File: src/rtl/spi_ram_cmd_ctrl.sv
// Command sequencer between the SPI slave's parallel side and a single-port RAM.
// Decodes 10-bit command words into address latches, RAM writes and RAM reads.
module spi_ram_cmd_ctrl #(
    parameter int ADDR_W   = 8,
    parameter int DATA_W   = 8,
    parameter int RD_LAT   = 1,
    parameter bit AUTO_INC = 1'b1
) (
    input  logic              clk,
    input  logic              rst_n,
    input  logic              SS_n,
    input  logic [9:0]        rx_data,
    input  logic              rx_valid,
    output logic [7:0]        tx_data,
    output logic              tx_valid,
    output logic              mem_en,
    output logic              mem_we,
    output logic [ADDR_W-1:0] mem_addr,
    output logic [DATA_W-1:0] mem_wdata,
    input  logic [DATA_W-1:0] mem_rdata,
    output logic              busy,
    output logic              cmd_err
);

    typedef enum logic [2:0] {
        IDLE,
        EXEC_WR,
        RD_ISSUE,
        RD_WAIT,
        TX_HOLD
    } state_t;

    localparam logic [1:0] LAT = 2'(RD_LAT);

    state_t              state_q, state_d;
    logic                rx_valid_d_q;
    logic [ADDR_W-1:0]   wr_addr_q, wr_addr_d;
    logic [ADDR_W-1:0]   rd_addr_q, rd_addr_d;
    logic                rd_addr_vld_q, rd_addr_vld_d;
    logic [1:0]          wait_cnt_q, wait_cnt_d;
    logic                ss_seen_q, ss_seen_d;
    logic [DATA_W-1:0]   tx_data_q, tx_data_d;
    logic                tx_valid_q, tx_valid_d;
    logic                mem_en_q, mem_en_d;
    logic                mem_we_q, mem_we_d;
    logic [ADDR_W-1:0]   mem_addr_q, mem_addr_d;
    logic [DATA_W-1:0]   mem_wdata_q, mem_wdata_d;
    logic                cmd_err_q, cmd_err_d;

    logic                accept;
    logic [1:0]          opcode;
    logic [7:0]          payload;
    logic                ss_now;

    // A held-high rx_valid yields a single command: only its rising edge counts.
    assign accept  = rx_valid & ~rx_valid_d_q;
    assign opcode  = rx_data[9:8];
    assign payload = rx_data[7:0];
    assign ss_now  = ss_seen_q | SS_n;

    always_comb begin
        state_d       = state_q;
        wr_addr_d     = wr_addr_q;
        rd_addr_d     = rd_addr_q;
        rd_addr_vld_d = rd_addr_vld_q;
        wait_cnt_d    = wait_cnt_q;
        ss_seen_d     = ss_seen_q;
        tx_data_d     = tx_data_q;
        tx_valid_d    = tx_valid_q;
        mem_en_d      = 1'b0;
        mem_we_d      = 1'b0;
        mem_addr_d    = mem_addr_q;
        mem_wdata_d   = mem_wdata_q;
        cmd_err_d     = 1'b0;

        if (accept && state_q != IDLE) begin
            cmd_err_d = 1'b1;
        end

        case (state_q)
            IDLE: begin
                if (accept) begin
                    case (opcode)
                        2'b00: wr_addr_d = ADDR_W'(payload);
                        2'b01: begin
                            state_d     = EXEC_WR;
                            mem_en_d    = 1'b1;
                            mem_we_d    = 1'b1;
                            mem_addr_d  = wr_addr_q;
                            mem_wdata_d = DATA_W'(payload);
                        end
                        2'b10: begin
                            rd_addr_d     = ADDR_W'(payload);
                            rd_addr_vld_d = 1'b1;
                        end
                        default: begin
                            if (!rd_addr_vld_q) begin
                                cmd_err_d = 1'b1;
                            end else begin
                                state_d    = RD_ISSUE;
                                mem_en_d   = 1'b1;
                                mem_addr_d = rd_addr_q;
                                ss_seen_d  = 1'b0;
                            end
                        end
                    endcase
                end
            end
            EXEC_WR: begin
                state_d = IDLE;
                if (AUTO_INC) wr_addr_d = wr_addr_q + ADDR_W'(1);
            end
            RD_ISSUE: begin
                state_d    = RD_WAIT;
                wait_cnt_d = 2'd1;
                ss_seen_d  = ss_now;
                if (AUTO_INC) rd_addr_d = rd_addr_q + ADDR_W'(1);
            end
            RD_WAIT: begin
                ss_seen_d = ss_now;
                if (wait_cnt_q == LAT) begin
                    tx_data_d = mem_rdata;
                    // A frame that closed during the read still captures, but never presents.
                    if (ss_now) begin
                        state_d = IDLE;
                    end else begin
                        state_d    = TX_HOLD;
                        tx_valid_d = 1'b1;
                    end
                end else begin
                    wait_cnt_d = wait_cnt_q + 2'd1;
                end
            end
            TX_HOLD: begin
                if (SS_n) begin
                    tx_valid_d = 1'b0;
                    state_d    = IDLE;
                end
            end
            default: state_d = IDLE;
        endcase
    end

    always_ff @(posedge clk or negedge rst_n) begin
        if (!rst_n) begin
            state_q       <= IDLE;
            rx_valid_d_q  <= 1'b0;
            wr_addr_q     <= '0;
            rd_addr_q     <= '0;
            rd_addr_vld_q <= 1'b0;
            wait_cnt_q    <= 2'd0;
            ss_seen_q     <= 1'b0;
            tx_data_q     <= '0;
            tx_valid_q    <= 1'b0;
            mem_en_q      <= 1'b0;
            mem_we_q      <= 1'b0;
            mem_addr_q    <= '0;
            mem_wdata_q   <= '0;
            cmd_err_q     <= 1'b0;
        end else begin
            state_q       <= state_d;
            rx_valid_d_q  <= rx_valid;
            wr_addr_q     <= wr_addr_d;
            rd_addr_q     <= rd_addr_d;
            rd_addr_vld_q <= rd_addr_vld_d;
            wait_cnt_q    <= wait_cnt_d;
            ss_seen_q     <= ss_seen_d;
            tx_data_q     <= tx_data_d;
            tx_valid_q    <= tx_valid_d;
            mem_en_q      <= mem_en_d;
            mem_we_q      <= mem_we_d;
            mem_addr_q    <= mem_addr_d;
            mem_wdata_q   <= mem_wdata_d;
            cmd_err_q     <= cmd_err_d;
        end
    end

    assign tx_data   = tx_data_q;
    assign tx_valid  = tx_valid_q;
    assign mem_en    = mem_en_q;
    assign mem_we    = mem_we_q;
    assign mem_addr  = mem_addr_q;
    assign mem_wdata = mem_wdata_q;
    assign busy      = (state_q != IDLE);
    assign cmd_err   = cmd_err_q;

endmodule

File: config.mk
export PLATFORM = sky130hd
export DESIGN_NAME = spi_ram_cmd_ctrl
export DESIGN_NICKNAME = d
export VERILOG_FILES = /design/src/rtl/spi_ram_cmd_ctrl.sv
export SDC_FILE = /design/constraint.sdc
export NUM_CORES = 1
export LEC_CHECK = 0
export BUFFER_PORTS_ARGS = -buffer_cell sky130_fd_sc_hd__buf_2
export CORE_ASPECT_RATIO = 1.4
export CORE_MARGIN = 4
export CORE_UTILIZATION = 40
export CTS_BUF_LIST = sky130_fd_sc_hd__clkbuf_4
export DETAILED_ROUTE_END_ITERATION = 6
export GPL_TIMING_DRIVEN = 0
export PLACE_DENSITY = 0.57
export SYNTH_ARGS = -nofsm -noshare
export SYNTH_HDL_FRONTEND = slang
export SYNTH_SLANG_ARGS = --single-unit
File: constraint.sdc
create_clock -name clk -period 3.53 [get_ports clk]
set_clock_uncertainty 0.15 [all_clocks]
set_input_delay 0.706 -clock clk [delete_from_list [all_inputs] [get_ports clk]]
set_output_delay 0.706 -clock clk [all_outputs]
set_load 0.02 [all_outputs]
Yosys cells after proc, flatten, opt, wreduce, memory -nomap -nowiden
Cells that the tools add are included.

storage, ports and cells
  register bits after elaboration = 52
  input bits = 22
  output and inout bits = 29

cells by class
  reduce and logical (&&, ||, !) cells = 23
  bitwise gates (word level) = 4
  muxes and demuxes = 37
  $add $sub $neg = 3
  equality and inequality tests = 18

operators with widths
  kind                   count
  $pmux W8 S2            3
  $mux W8                5
  $mux W1                17
  $add A8 B1 Y8 const B  2
  $ne A2 B2 Y1 const B   8
  $mux W3                5
  $pmux W3 S4            1
  $reduce_and A3 Y1      4
  $reduce_and A4 Y1      3
  $reduce_bool A2 Y1     6
  $eq A3 B2 Y1 const B   2
  $pmux W1 S2            3
  $pmux W3 S2            1
  $reduce_and A5 Y1      1
  $eq A2 B1 Y1 const B   2
  $ne A2 B1 Y1 const B   2
  $pmux W2 S2            1
  $reduce_and A2 Y1      2
  $reduce_or A2 Y1       2
  $eq A3 B1 Y1 const B   1
  $eq A3 B3 Y1 const B   1
  $logic_not A3 Y1       1
  $ne A3 B2 Y1 const B   1
  $reduce_bool A3 Y1     1
  9 further kinds        10

Logic depth before layout (Yosys ltp)
  word-level depth = 8
  mapped depth = 7

Worst setup path after synthesis
OpenSTA, ideal clock, no wires.

  kind = input-to-reg
  start point = input rx_data[8]
  end point = register mem_wdata_q[0] (netlist: mem_wdata[0])
  arrival time = 1.690 ns
  slack = 1.565 ns
  setup time = 0.125 ns
  buffers on the path = 2
  stages = 5
  cells stage by stage = buf_2 > nor2b_1 > buf_2 > nand2_2 > mux2_2

between the ends
  word-level cells in the longest chain between the ends = 2

RTL lines
  element                             line  text
  start: declaration                  12    input logic [9:0] rx_data,
  $eq A2 B1 Y1                        83    case (opcode)
  $reduce_and A3 Y1 (no source line)  --
  end signal: assignment              173   mem_wdata_q <= mem_wdata_d;
  end: declaration                    47    logic [DATA_W-1:0] mem_wdata_q, mem_wdata_d;

Every way passes these cells.
A chain may end at the register's enable or synchronous reset.

Final worst setup path
  start point = register state_q[2]
  end point = output busy

between the ends
  word-level cells in the longest chain between the ends = 1

RTL lines
  element                   line  text
  start: declaration        35    state_t state_q, state_d;
  start signal: assignment  161   state_q <= state_d;
  $reduce_bool A3 Y1        184   assign busy = (state_q != IDLE);
  end: declaration          21    output logic busy,

Every way passes these cells.

==> out/results.ini <==
[die]
die-area_sq_um = 7680
ios = 51
initial_core_util_pct = 41.0
num_rows = 34
core_area_sq_um = 6170
die_y_microns = 102
die_w_microns = 75.2

[final_layout]
final_nets = 323
multiInputGateArea_sq_um = 1140
fillers = 564
design_area_sq_um = 2940
drive_above_1_share_pct = 30.1
antenna_cells = 0
area_delta_synth_final_pct = 16.2
seq_area_sq_um = 1300

[job]
maxCapViolations = 0

[worst_setup_path]
end_kind = output port
r2r_setup_slack_ps = 1670
cp_data_required_time_ps = 2670
critPathKind = reg -> out
critPathMaxFanout = 4
critPathLaunch = state_q[2]$_DFFE_PN0P_
rr_worst_depth = 4
cp-start-kind = register
worstReg2RegStart = state_q[2]$_DFFE_PN0P_
r2r-end = wr_addr_q[0]$_DFFE_PN0P_
cp.arrival_ps = 1390

[power_and_ir_drop]
vdd_drop_max_mv = 0.418
powerDensity_nw_per_um2 = 847
power_mw = 2.49
leakagePower_nw = 1.36

[detailed_routing]
ant_nets = 0
num_vias = 2011
routed_wl_mm = 5.51
viasPerCell = 5.42
routedWlPerCell_microns = 14.9
drc = 0
drt_iter0_markers = 190
drtPass1Iterations = 4

[timing]
hold_viol = 0
hold_slack_ps = 316
relSlewSlack_pct = 22.8
rsz0062_at_grt = no
setup_violations = 0
max_freq_mhz = 445
finalMaxSlewViolations = 0
worstMarginPinSlew_ps = 1160
finalCritPeriodShare_pct = 63.6
period_minus_slack_ps = 2250
worst_slack_ps = 1280
fin_setup_tns_ps = 0

[clocking]
cts_root_buffer = clkbuf_4
clk_latency_ps = 370
clockBufferDepth = 2
cts_buffers = 5
clkSinkCount = 52
cts_tree = built
postCtsHoldBufs = 0
cts_resized = 0
post-cts-setup-buffer-count = 0
clkTransAtPathRegs_ps = 150
h-tree-depth = 2

[placed_design]
pre_cts_ws_ps = 1330
portBuffers = 49
dpl.hpwl_mm = 4.07
placed_cell_area_sq_um = 2870
routabilityCongestion = 0.850

[yosys]
yosysWarningCount = 0
synth_cell_types = 52
ys.flop_type = dfrtp_1
synth_edf_count = 0
synth_top_area_share_pct = 51.4
syn-num-nets = 267
yosysMostFrequentCell = dfrtp_1
synthArstFlopShare_pct = 100
synth.largest_area_cell = dfrtp_1
netlist_instances = 242
netlist_area_sq_um = 2530
yosysSeqAreaShare_pct = 51.4
avgSynthCellArea_sq_um = 10.5
synth.area.top_cells = dfrtp_1 (51%), mux2_2 (7.6%), nand2_1 (4.2%), o21ai_0 (3.8%), a21oi_1 (3.4%)
ys_ff_latch = 52
synth_common_cells = dfrtp_1 (52), nand2_1 (28), nor2_1 (20)

[global_route]
groute.usage.overall_pct = 15.8
grt_pass1_wl_mm = 9.54
first_global_vias = 1980
antenna_found_initial = 0
overflow = 0
grt_max_degree = 53

[worst_hold_path]
whs_endpoint = rx_valid_d_q$_DFF_PN0_
hp-class = in -> reg
min-delay-start = rx_valid
whs_path_depth = 1

[run_status]
status = finished clean

[worst max-delay path by stage]
stage,endpoint,slack [ps],cells past startpoint
after floorplan,mem_wdata[0]$_DFFE_PN0P_,1570,5
after global placement,rd_addr_q[6]$_DFFE_PN0P_,1340,5
after detailed placement,rd_addr_q[6]$_DFFE_PN0P_,1330,5
after CTS,busy,1250,3
after global routing,busy,1160,3
final,busy,1280,3
[power breakdown]
part | switching (mW) | internal (mW) | total [mW]
logic | 0.670 | 0.457 | 1.13
registers | 0.189 | 0.844 | 1.03
clock network | 0.188 | 0.145 | 0.333
total | 1.05 | 1.45 | 2.49
[worst max-delay path, stage by stage, from the launching register on]
cell and delay [ps]:
dfrtp_1 440, nor3_2 310, inv_2 110, buf_2 170
[registers in the layout, summed over array words and instances (netlist names)]
signal / count
rd_addr_vld_q: 1
state_q: 3
mem_wdata: 8
mem_en: 1
wait_cnt_q: 2
ss_seen_q: 1
mem_we: 1
tx_valid: 1
tx_data: 8
rd_addr_q: 8
rx_valid_d_q: 1
mem_addr: 8
wr_addr_q: 8
cmd_err: 1
[through the flow]
stage,cells,utilization [%]
floorplan,242,-
global placement,363,46.5
detailed placement,363,46.5
CTS,371,47.7
global route,371,47.7
finish,371,47.7
[routing by layer]
metal / track usage, % / routed length, microns / up-vias
li1: - / - / 980
met1: 20.3 / 2330 / 954
met2: 26.0 / 2720 / 66
met3: 4.04 / 347 / 11
met4: 5.11 / 114 / 0
met5: 0 / 0 / -
[cells by family after synthesis]
family | share of synthesized area (%)
multiplexers | 10.7
AO/OA/AOI/OAI | 14.6
adder cells (fa/ha/maj) | 1.48
flip-flops | 51.4
AND/OR/NAND/NOR | 18.1
buffers and inverters | 3.66
[layout by cell type, fill, tap and decap left out, types with 3 or more instances in the layout]
cell | Yosys | final
buf_2 | 4 | 53
dfrtp_1 | 52 | 52
nand2_1 | 28 | 28
nor2_1 | 20 | 20
o21ai_0 | 19 | 19
a21oi_1 | 17 | 17
mux2_2 | 17 | 17
nand3_1 | 8 | 8
mux2i_1 | 8 | 8
inv_1 | 7 | 7
clkbuf_4 | 0 | 5
nor2b_1 | 3 | 3
buf_4 | 3 | 3
o21a_1 | 3 | 3
a31oi_1 | 3 | 3
nand4_1 | 3 | 3
ha_1 | 3 | 3
[area by class of cell]
type	count	share of cell area, %
inverters	8	1.02
plain buffers	10	2.13
clock inverters	3	1.28
well taps	72	3.06
multi-input cells	172	38.7
clock buffers	5	1.28
flip-flops and latches	52	44.2
repair buffers	49	8.34
Note: power is estimated with default switching activity, not from simulation.
